==> src/rtl/div_unit.sv <==
// Iterative radix-2 restoring divider for RV32M DIV/DIVU/REM/REMU.
// One quotient bit per cycle on magnitudes; signs are reapplied on the way out.
module div_unit #(
  parameter int XLEN = 32
) (
  input  logic            clk,
  input  logic            rst_n,
  input  logic            start,
  input  logic [XLEN-1:0] A,
  input  logic [XLEN-1:0] B,
  input  logic [1:0]      DivOp,
  output logic            busy,
  output logic            done,
  output logic [XLEN-1:0] DivRes
);

  localparam int CNT_W = $clog2(XLEN);

  typedef enum logic [1:0] {IDLE, CALC, FIN} state_t;

  state_t            r_state;
  state_t            w_state_next;
  logic [XLEN-1:0]   r_q;
  logic [XLEN-1:0]   r_r;
  logic [XLEN-1:0]   r_d;
  logic [CNT_W-1:0]  r_cnt;
  logic              r_neg_a;
  logic              r_neg_b;
  logic              r_want_rem;
  logic [XLEN-1:0]   r_divres;

  logic              w_signed;
  logic              w_neg_a;
  logic              w_neg_b;
  logic [XLEN-1:0]   w_abs_a;
  logic [XLEN-1:0]   w_abs_b;
  logic              w_div_zero;
  logic              w_ovf;
  logic              w_special;
  logic [XLEN-1:0]   w_special_res;
  logic [XLEN:0]     w_shift;
  logic [XLEN:0]     w_trial;
  logic              w_ge;
  logic [XLEN-1:0]   w_r_step;
  logic [XLEN-1:0]   w_q_step;
  logic [XLEN-1:0]   w_quot;
  logic [XLEN-1:0]   w_rem;
  logic              w_last;

  // Operand conditioning at acceptance; |most-negative| wraps to itself and is used as unsigned.
  assign w_signed   = ~DivOp[0];
  assign w_neg_a    = w_signed & A[XLEN-1];
  assign w_neg_b    = w_signed & B[XLEN-1];
  assign w_abs_a    = w_neg_a ? -A : A;
  assign w_abs_b    = w_neg_b ? -B : B;
  assign w_div_zero = (B == '0);
  assign w_ovf      = w_signed && (A == {1'b1, {(XLEN-1){1'b0}}}) && (B == '1);
  assign w_special  = w_div_zero | w_ovf;
  assign w_special_res = w_div_zero ? (DivOp[1] ? A : '1)
                                    : (DivOp[1] ? '0 : A);

  // Restoring step: R < D always holds, so the XLEN+1-bit trial sign is exact.
  assign w_shift  = {r_r, r_q[XLEN-1]};
  assign w_trial  = w_shift - {1'b0, r_d};
  assign w_ge     = ~w_trial[XLEN];
  assign w_r_step = w_ge ? w_trial[XLEN-1:0] : w_shift[XLEN-1:0];
  assign w_q_step = {r_q[XLEN-2:0], w_ge};
  assign w_quot   = (r_neg_a ^ r_neg_b) ? -w_q_step : w_q_step;
  assign w_rem    = r_neg_a ? -w_r_step : w_r_step;
  assign w_last   = (r_cnt == CNT_W'(XLEN-1));

  // NOTE: sequential state uses non-blocking assignments so every register sees pre-edge values.
  always_ff @(posedge clk or negedge rst_n) begin
    if (!rst_n) r_state <= IDLE;
    else        r_state <= w_state_next;
  end

  // NOTE: every output of this block gets a default first, so no path can infer a latch.
  always_comb begin
    w_state_next = r_state;
    busy         = (r_state != IDLE);
    done         = (r_state == FIN);
    case (r_state)
      IDLE:    if (start) w_state_next = w_special ? FIN : CALC;
      CALC:    if (w_last) w_state_next = FIN;
      FIN:     w_state_next = IDLE;
      default: w_state_next = IDLE;
    endcase
  end

  always_ff @(posedge clk or negedge rst_n) begin
    if (!rst_n) begin
      r_q        <= '0;
      r_r        <= '0;
      r_d        <= '0;
      r_cnt      <= '0;
      r_neg_a    <= 1'b0;
      r_neg_b    <= 1'b0;
      r_want_rem <= 1'b0;
      r_divres   <= '0;
    end else begin
      case (r_state)
        IDLE: begin
          if (start) begin
            r_q        <= w_abs_a;
            r_d        <= w_abs_b;
            r_r        <= '0;
            r_cnt      <= '0;
            r_neg_a    <= w_neg_a;
            r_neg_b    <= w_neg_b;
            r_want_rem <= DivOp[1];
            if (w_special) r_divres <= w_special_res;
          end
        end
        CALC: begin
          r_q   <= w_q_step;
          r_r   <= w_r_step;
          r_cnt <= r_cnt + 1'b1;
          if (w_last) r_divres <= r_want_rem ? w_rem : w_quot;
        end
        default: ;
      endcase
    end
  end

  assign DivRes = r_divres;

endmodule

==> config.mk <==
export PLATFORM = sky130hd
export DESIGN_NAME = div_unit
export DESIGN_NICKNAME = d
export VERILOG_FILES = /design/src/rtl/div_unit.sv
export SDC_FILE = /design/constraint.sdc
export NUM_CORES = 1
export LEC_CHECK = 0
export CORE_ASPECT_RATIO = 2
export CORE_MARGIN = 8
export CORE_UTILIZATION = 60
export DETAILED_ROUTE_END_ITERATION = 8
export HOLD_SLACK_MARGIN = 0.08
export PLACE_DENSITY = 0.83
export SLEW_MARGIN = 20
export SYNTH_ARGS = -nofsm -noshare
export SYNTH_HDL_FRONTEND = slang
export SYNTH_SLANG_ARGS = --single-unit
==> constraint.sdc <==
create_clock -name clk -period 6 [get_ports clk]
set_input_delay 1.2 -clock clk [delete_from_list [all_inputs] [get_ports clk]]
set_output_delay 1.2 -clock clk [all_outputs]
set_load 0.005 [all_outputs]
Yosys cells after proc, flatten, opt, wreduce, memory -nomap -nowiden
Index checks and enable logic that the tools add are counted.
{ "word_totals": {"reg_bits": 138, "elab_cells": 62, "in_bits": 69} }
{ "classes": {"eq_ne": 8, "bitwise": 6, "n_reduce_logical": 10, "addsub": 6, "muxes": 23} }
{ "op_table": {"columns": ["op", "count"], "rows": [
  ["$mux W32", 14],
  ["$pmux W32 S2", 3],
  ["$neg A32 Y32", 4],
  ["$eq A32 B32 Y1 const B", 2],
  ["$sub A33 B32 Y33", 1],
  ["$logic_not A32 Y1", 1],
  ["$pmux W5 S2", 1],
  ["$mux W2", 3],
  ["$ne A2 B2 Y1 const B", 3],
  ["$reduce_and A2 Y1", 3],
  ["$add A5 B1 Y5 const B", 1],
  ["$eq A5 B5 Y1 const B", 1],
  ["$mux W5", 1],
  ["$pmux W2 S2", 1],
  ["$reduce_and A4 Y1", 1],
  ["$reduce_bool A2 Y1", 2],
  ["$and A1 B1 Y1", 2],
  ["$eq A2 B1 Y1 const B", 1],
  ["$eq A2 B2 Y1 const B", 1],
  ["$logic_and A1 B1 Y1", 2],
  ["$logic_not A2 Y1", 1],
  ["$not A1 Y1", 2],
  ["$or A1 B1 Y1", 1],
  ["$xor A1 B1 Y1", 1]
]} }

Longest topological paths before layout
{ "logic_depth": {"depth_word": 7, "ltp_mapped": 24} }

Worst setup path after synthesis
Ideal clock, no wire load.
{ "synth_path": {"kind": "flip-flop to flip-flop", "from": "register r_q[31]", "to": "register r_divres[30], in the netlist DivRes[30]", "path_buffers": 4, "t_arrival_ps": 4926, "period_less_slack_ps": 5052, "stages_incl_launch_ff": 25, "t_required_ps": 5874, "setup_slack_ps": 948, "setup_ps": 126, "path_cell_list": "dfrtp_1 -> inv_1 -> ha_1 -> inv_1 -> fa_1 -> a211oi_2 -> nor4_2 -> o21ai_0 -> o211ai_1 -> mux2_4 -> inv_1 -> buf_2 -> buf_2 -> buf_2 -> ha_1 -> nand2b_1 -> or4_1 -> or2_2 -> clkbuf_1 -> nor2_1 -> a21oi_1 -> xor2_1 -> o21ai_0 -> a211oi_1 -> a221o_1"} }
{ "synth_between": {"elab_chain_len": 7, "word_cells_on_any_way": 10, "classes_between": "3 x add/sub; 6 x mux; 1 x bitwise"} }
{ "synth_lines": {"columns": ["element", "line", "rtl"], "rows": [
  ["from (decl)", "23", "logic [XLEN-1:0] r_q;"],
  ["from (signal assigned)", "105", "r_q <= w_abs_a;"],
  ["from (signal assigned)", "116", "r_q <= w_q_step;"],
  ["$sub A33 B32 Y33", "64", "assign w_trial = w_shift - {1'b0, r_d};"],
  ["$mux W32 / $not A1 Y1 (equally long branches)", "66, 65", null],
  ["$neg A32 Y32, on equally long branches", "69, 68", null],
  ["$mux W32, on equally long branches", "69, 68", null],
  ["$mux W32 (*) (2 in a row)", "119", "if (w_last) r_divres <= r_want_rem ? w_rem : w_quot;"],
  ["$pmux W32 S2 (*)", "102", "case (r_state)"],
  ["to (signal assigned)", "112", "if (w_special) r_divres <= w_special_res;"],
  ["to (signal assigned)", "119", null],
  ["to (decl)", "30", "logic [XLEN-1:0] r_divres;"]
]} }
Every way passes the cells marked *; elsewhere a longest branch is shown, timed or not. The select of a mux whose other input is x is not followed.
A chain may end at the register's enable or synchronous reset.

Final worst setup path
{ "layout_path": {"from": "register r_q[31]", "to": "register r_divres[28], in the netlist DivRes[28]"} }
Same word-level chain as after synthesis.

==> impl_metrics.tcl <==
set metrics [dict create \
    max_clock_freq_ghz 0.189 \
    path_buf_inv 3 \
    hold_class "flip-flop to flip-flop" \
    antennaDiodeCount 0 \
    finalSetupTns_ps 0 \
    htreeDepth 4 \
    end_kind "flip-flop" \
    yosysSeqAreaShare_pct 30.0 \
    detailed_place_hpwl_um 30000 \
    fillerInstances 1590 \
    cts-root-buf "clkbuf_16" \
    cts_tree "yes" \
    ant_nets 0 \
    worstMarginPinSlew_ps 1020 \
    arrival_ps 5620 \
    port_buffers 102 \
    rsz0062_at_grt "no" \
    coreArea_um2 18800 \
    cts_setup_buffers 0 \
    critPathTopFamily "compound AO/OA/AOI/OAI gates" \
    relSlewSlack_pct 30.1 \
    startpoint_type "flip-flop" \
    clk_latency_ps 450 \
    wire_per_inst_um 22.2 \
    cts_hold_buffers 0 \
    cts-resized-gates 0 \
    drv_cap 0 \
    required_ps 6330 \
    cp_max_fo 39 \
    final_common_cell "o21ai_0" \
    cp_common_cell "o21ai_0" \
    fin_crit_sh_pct 88.2 \
    drt_iter0_drc 958 \
    initial_utilization_pct 61.1 \
    finalWirelength_um 39900 \
    syn_inst 1481 \
    ys_ff_latch 138 \
    path_class "flip-flop to flip-flop" \
    grt_pass1_wl_um 62800 \
    postSynthAreaPerCell_um2 7.76 \
    io_pins 103 \
    synth.distinct_cells 77 \
    yosysWarnings 0 \
    drtPass1Iterations 6 \
    fin_skew_ps 10.7 \
    hold_viol 0 \
    setup_viol 0 \
    cp_slowest_cell "dfrtp_1" \
    cts_buffers 17 \
    clkSlewWorstSetupHoldPaths_ps 60 \
    layout.nets 1639 \
    overflow 0 \
    rows 71 \
    synth_enable_flop_cells 0 \
    finalMaxSlewViolations 0 \
    layout.area.seq_um2 3450 \
    clock-sinks 138 \
    most-common-layout-cells "o21ai_0 (206), dfrtp_1 (138), nand2_1 (131), a21oi_1 (123), nor2_1 (120)" \
    drive_gt1_share_pct 5.13 \
    syn-num-nets 1590 \
    die-area_um2 24100 \
    multi_input_area_um2 7480 \
    vias 11900 \
    drc_errors 0 \
    synthesis.area_um2 11500 \
    fin_crit_ps 5290 \
    async_flop_share_pct 100 \
    area_growth_pct 15.2 \
    hold_ws_ps 485 \
    grt_pass1_vias 11800 \
    die_h_um 212 \
    die_w_um 114 \
    place_congestion 0.999 \
    slowest_delay_ps 460 \
    antenna_found_initial 0 \
    worstPathCellList "inv_1 > ha_1 > inv_1 > fa_1 > a211oi_2 > nor4_2 > o21ai_0 > o211ai_1 > mux2_4 > buf_4 > nand2_1 > o21ai_0 > ha_1 > nand3_1 > or4_1 > nor2_1 > o21ai_2 > nand4b_4 > o21ai_0 > xor2_1 > a221o_1" \
    via_per_inst 6.65 \
    status "completed" \
    grt_start_max_net_pins 123 \
    grt_use_total_pct 33.7 \
    clk_path_buf_depth 2 \
    synth_flop_cell "dfrtp_1" \
]
==> cell type report <==
class                           instances  share of cell area [%]
Clock buffer                           20                    3.52
Multi-Input combinational cell       1197                    56.5
Sequential cell                       138                    26.1
Timing Repair Buffer                  123                    8.94
Tap cell                              255                    2.41
Clock inverter                         10                    1.08
Inverter                               53                    1.50
==> through the flow <==
step / cells / util (%) / instance area [um^2] / setup WS, ps
after global placement: 1766 / 67.1 / 12600 / 899
final: 1796 / 70.3 / 13200 / 707
after detailed placement: 1766 / 67.1 / 12600 / 772
after global routing: 1796 / 70.3 / 13200 / 300
after CTS: 1796 / 70.3 / 13200 / 744
after floorplan: 1481 / - / 11500 / 948
==> cell families (layout without fill, tap and decap cells) <==
group / Yosys count / after routing / share of synthesized area (%)
xor+xnor: 133 / 133 / 10.1
mux: 23 / 23 / 2.05
buf+inv: 146 / 206 / 5.09
compound gates: 530 / 530 / 28.2
flops: 138 / 138 / 30.0
simple gates: 471 / 471 / 20.1
fa+ha+maj: 40 / 40 / 4.42
==> path summary, 6_finish.rpt <==
check | start | end | slack [ps] | cells after the start
max | r_q[31] | DivRes[28] | 710 | 21
min | r_d[30] | r_d[30] | 480 | 2
max reg2reg | r_q[31] | DivRes[28] | 710 | 21
min reg2reg | r_d[30] | r_d[30] | 480 | 2
max in group asynchronous | rst_n | r_d[0] | 3900 | 2
min in group asynchronous | rst_n | r_state[0] | 820 | 1
==> layer usage <==
layer	wire length, um	track usage [%]	share of wire [%]	up-vias
li1	-	-	-	5529
met1	14000	34.8	35	5681
met2	20300	58.5	51	561
met3	2220	5.28	5.6	170
met4	3350	27.9	8.4	0
met5	0	0	0	-
==> sequential cells by signal (all words and copies together) (netlist names) <==
register    count
DivRes         32
r_d            32
r_q            32
r_r            32
r_cnt           5
r_state         2
r_neg_a         1
r_neg_b         1
r_want_rem      1
==> synthesized netlist by cell type (all sizes together) (6+ instances only) <==
cell | number | area (um^2)
o21ai | 212 | 1070
dfrtp | 138 | 3450
nand2 | 134 | 505
a21oi | 123 | 616
nor2 | 121 | 454
xnor2 | 79 | 692
clkbuf | 65 | 244
xor2 | 54 | 473
inv | 50 | 188
nand3 | 49 | 245
ha | 39 | 488
nor3 | 39 | 195
a22oi | 33 | 248
buf | 28 | 143
nand4 | 24 | 150
o31ai | 23 | 173
mux2i | 22 | 220
nor4 | 22 | 174
a211oi | 18 | 140
a31oi | 17 | 106
or3 | 16 | 100
a21o | 14 | 105
nand2b | 14 | 87.6
a221oi | 12 | 118
or4 | 12 | 93.8
o22ai | 11 | 68.8
o41ai | 10 | 106
o211ai | 9 | 67.6
and2 | 6 | 37.5
nor2b | 6 | 37.5
nor3b | 6 | 50.1
==> worst register-to-register path: cells and delay by family, from the launching register on <==
| family | cells | cell delay [ps] |
|---|---|---|
| multiplexers | 1 | 280 |
| XOR/XNOR | 1 | 100 |
| flip-flops | 1 | 460 |
| adder cells (fa/ha/maj) | 3 | 940 |
| AO/OA/AOI/OAI | 7 | 1610 |
| buffers and inverters | 3 | 600 |
| AND/OR/NAND/NOR | 6 | 1160 |
Power is left out: the tool's default activity adds up to more than one toggle a clock period on the data nets, which glitch-free logic cannot reach.
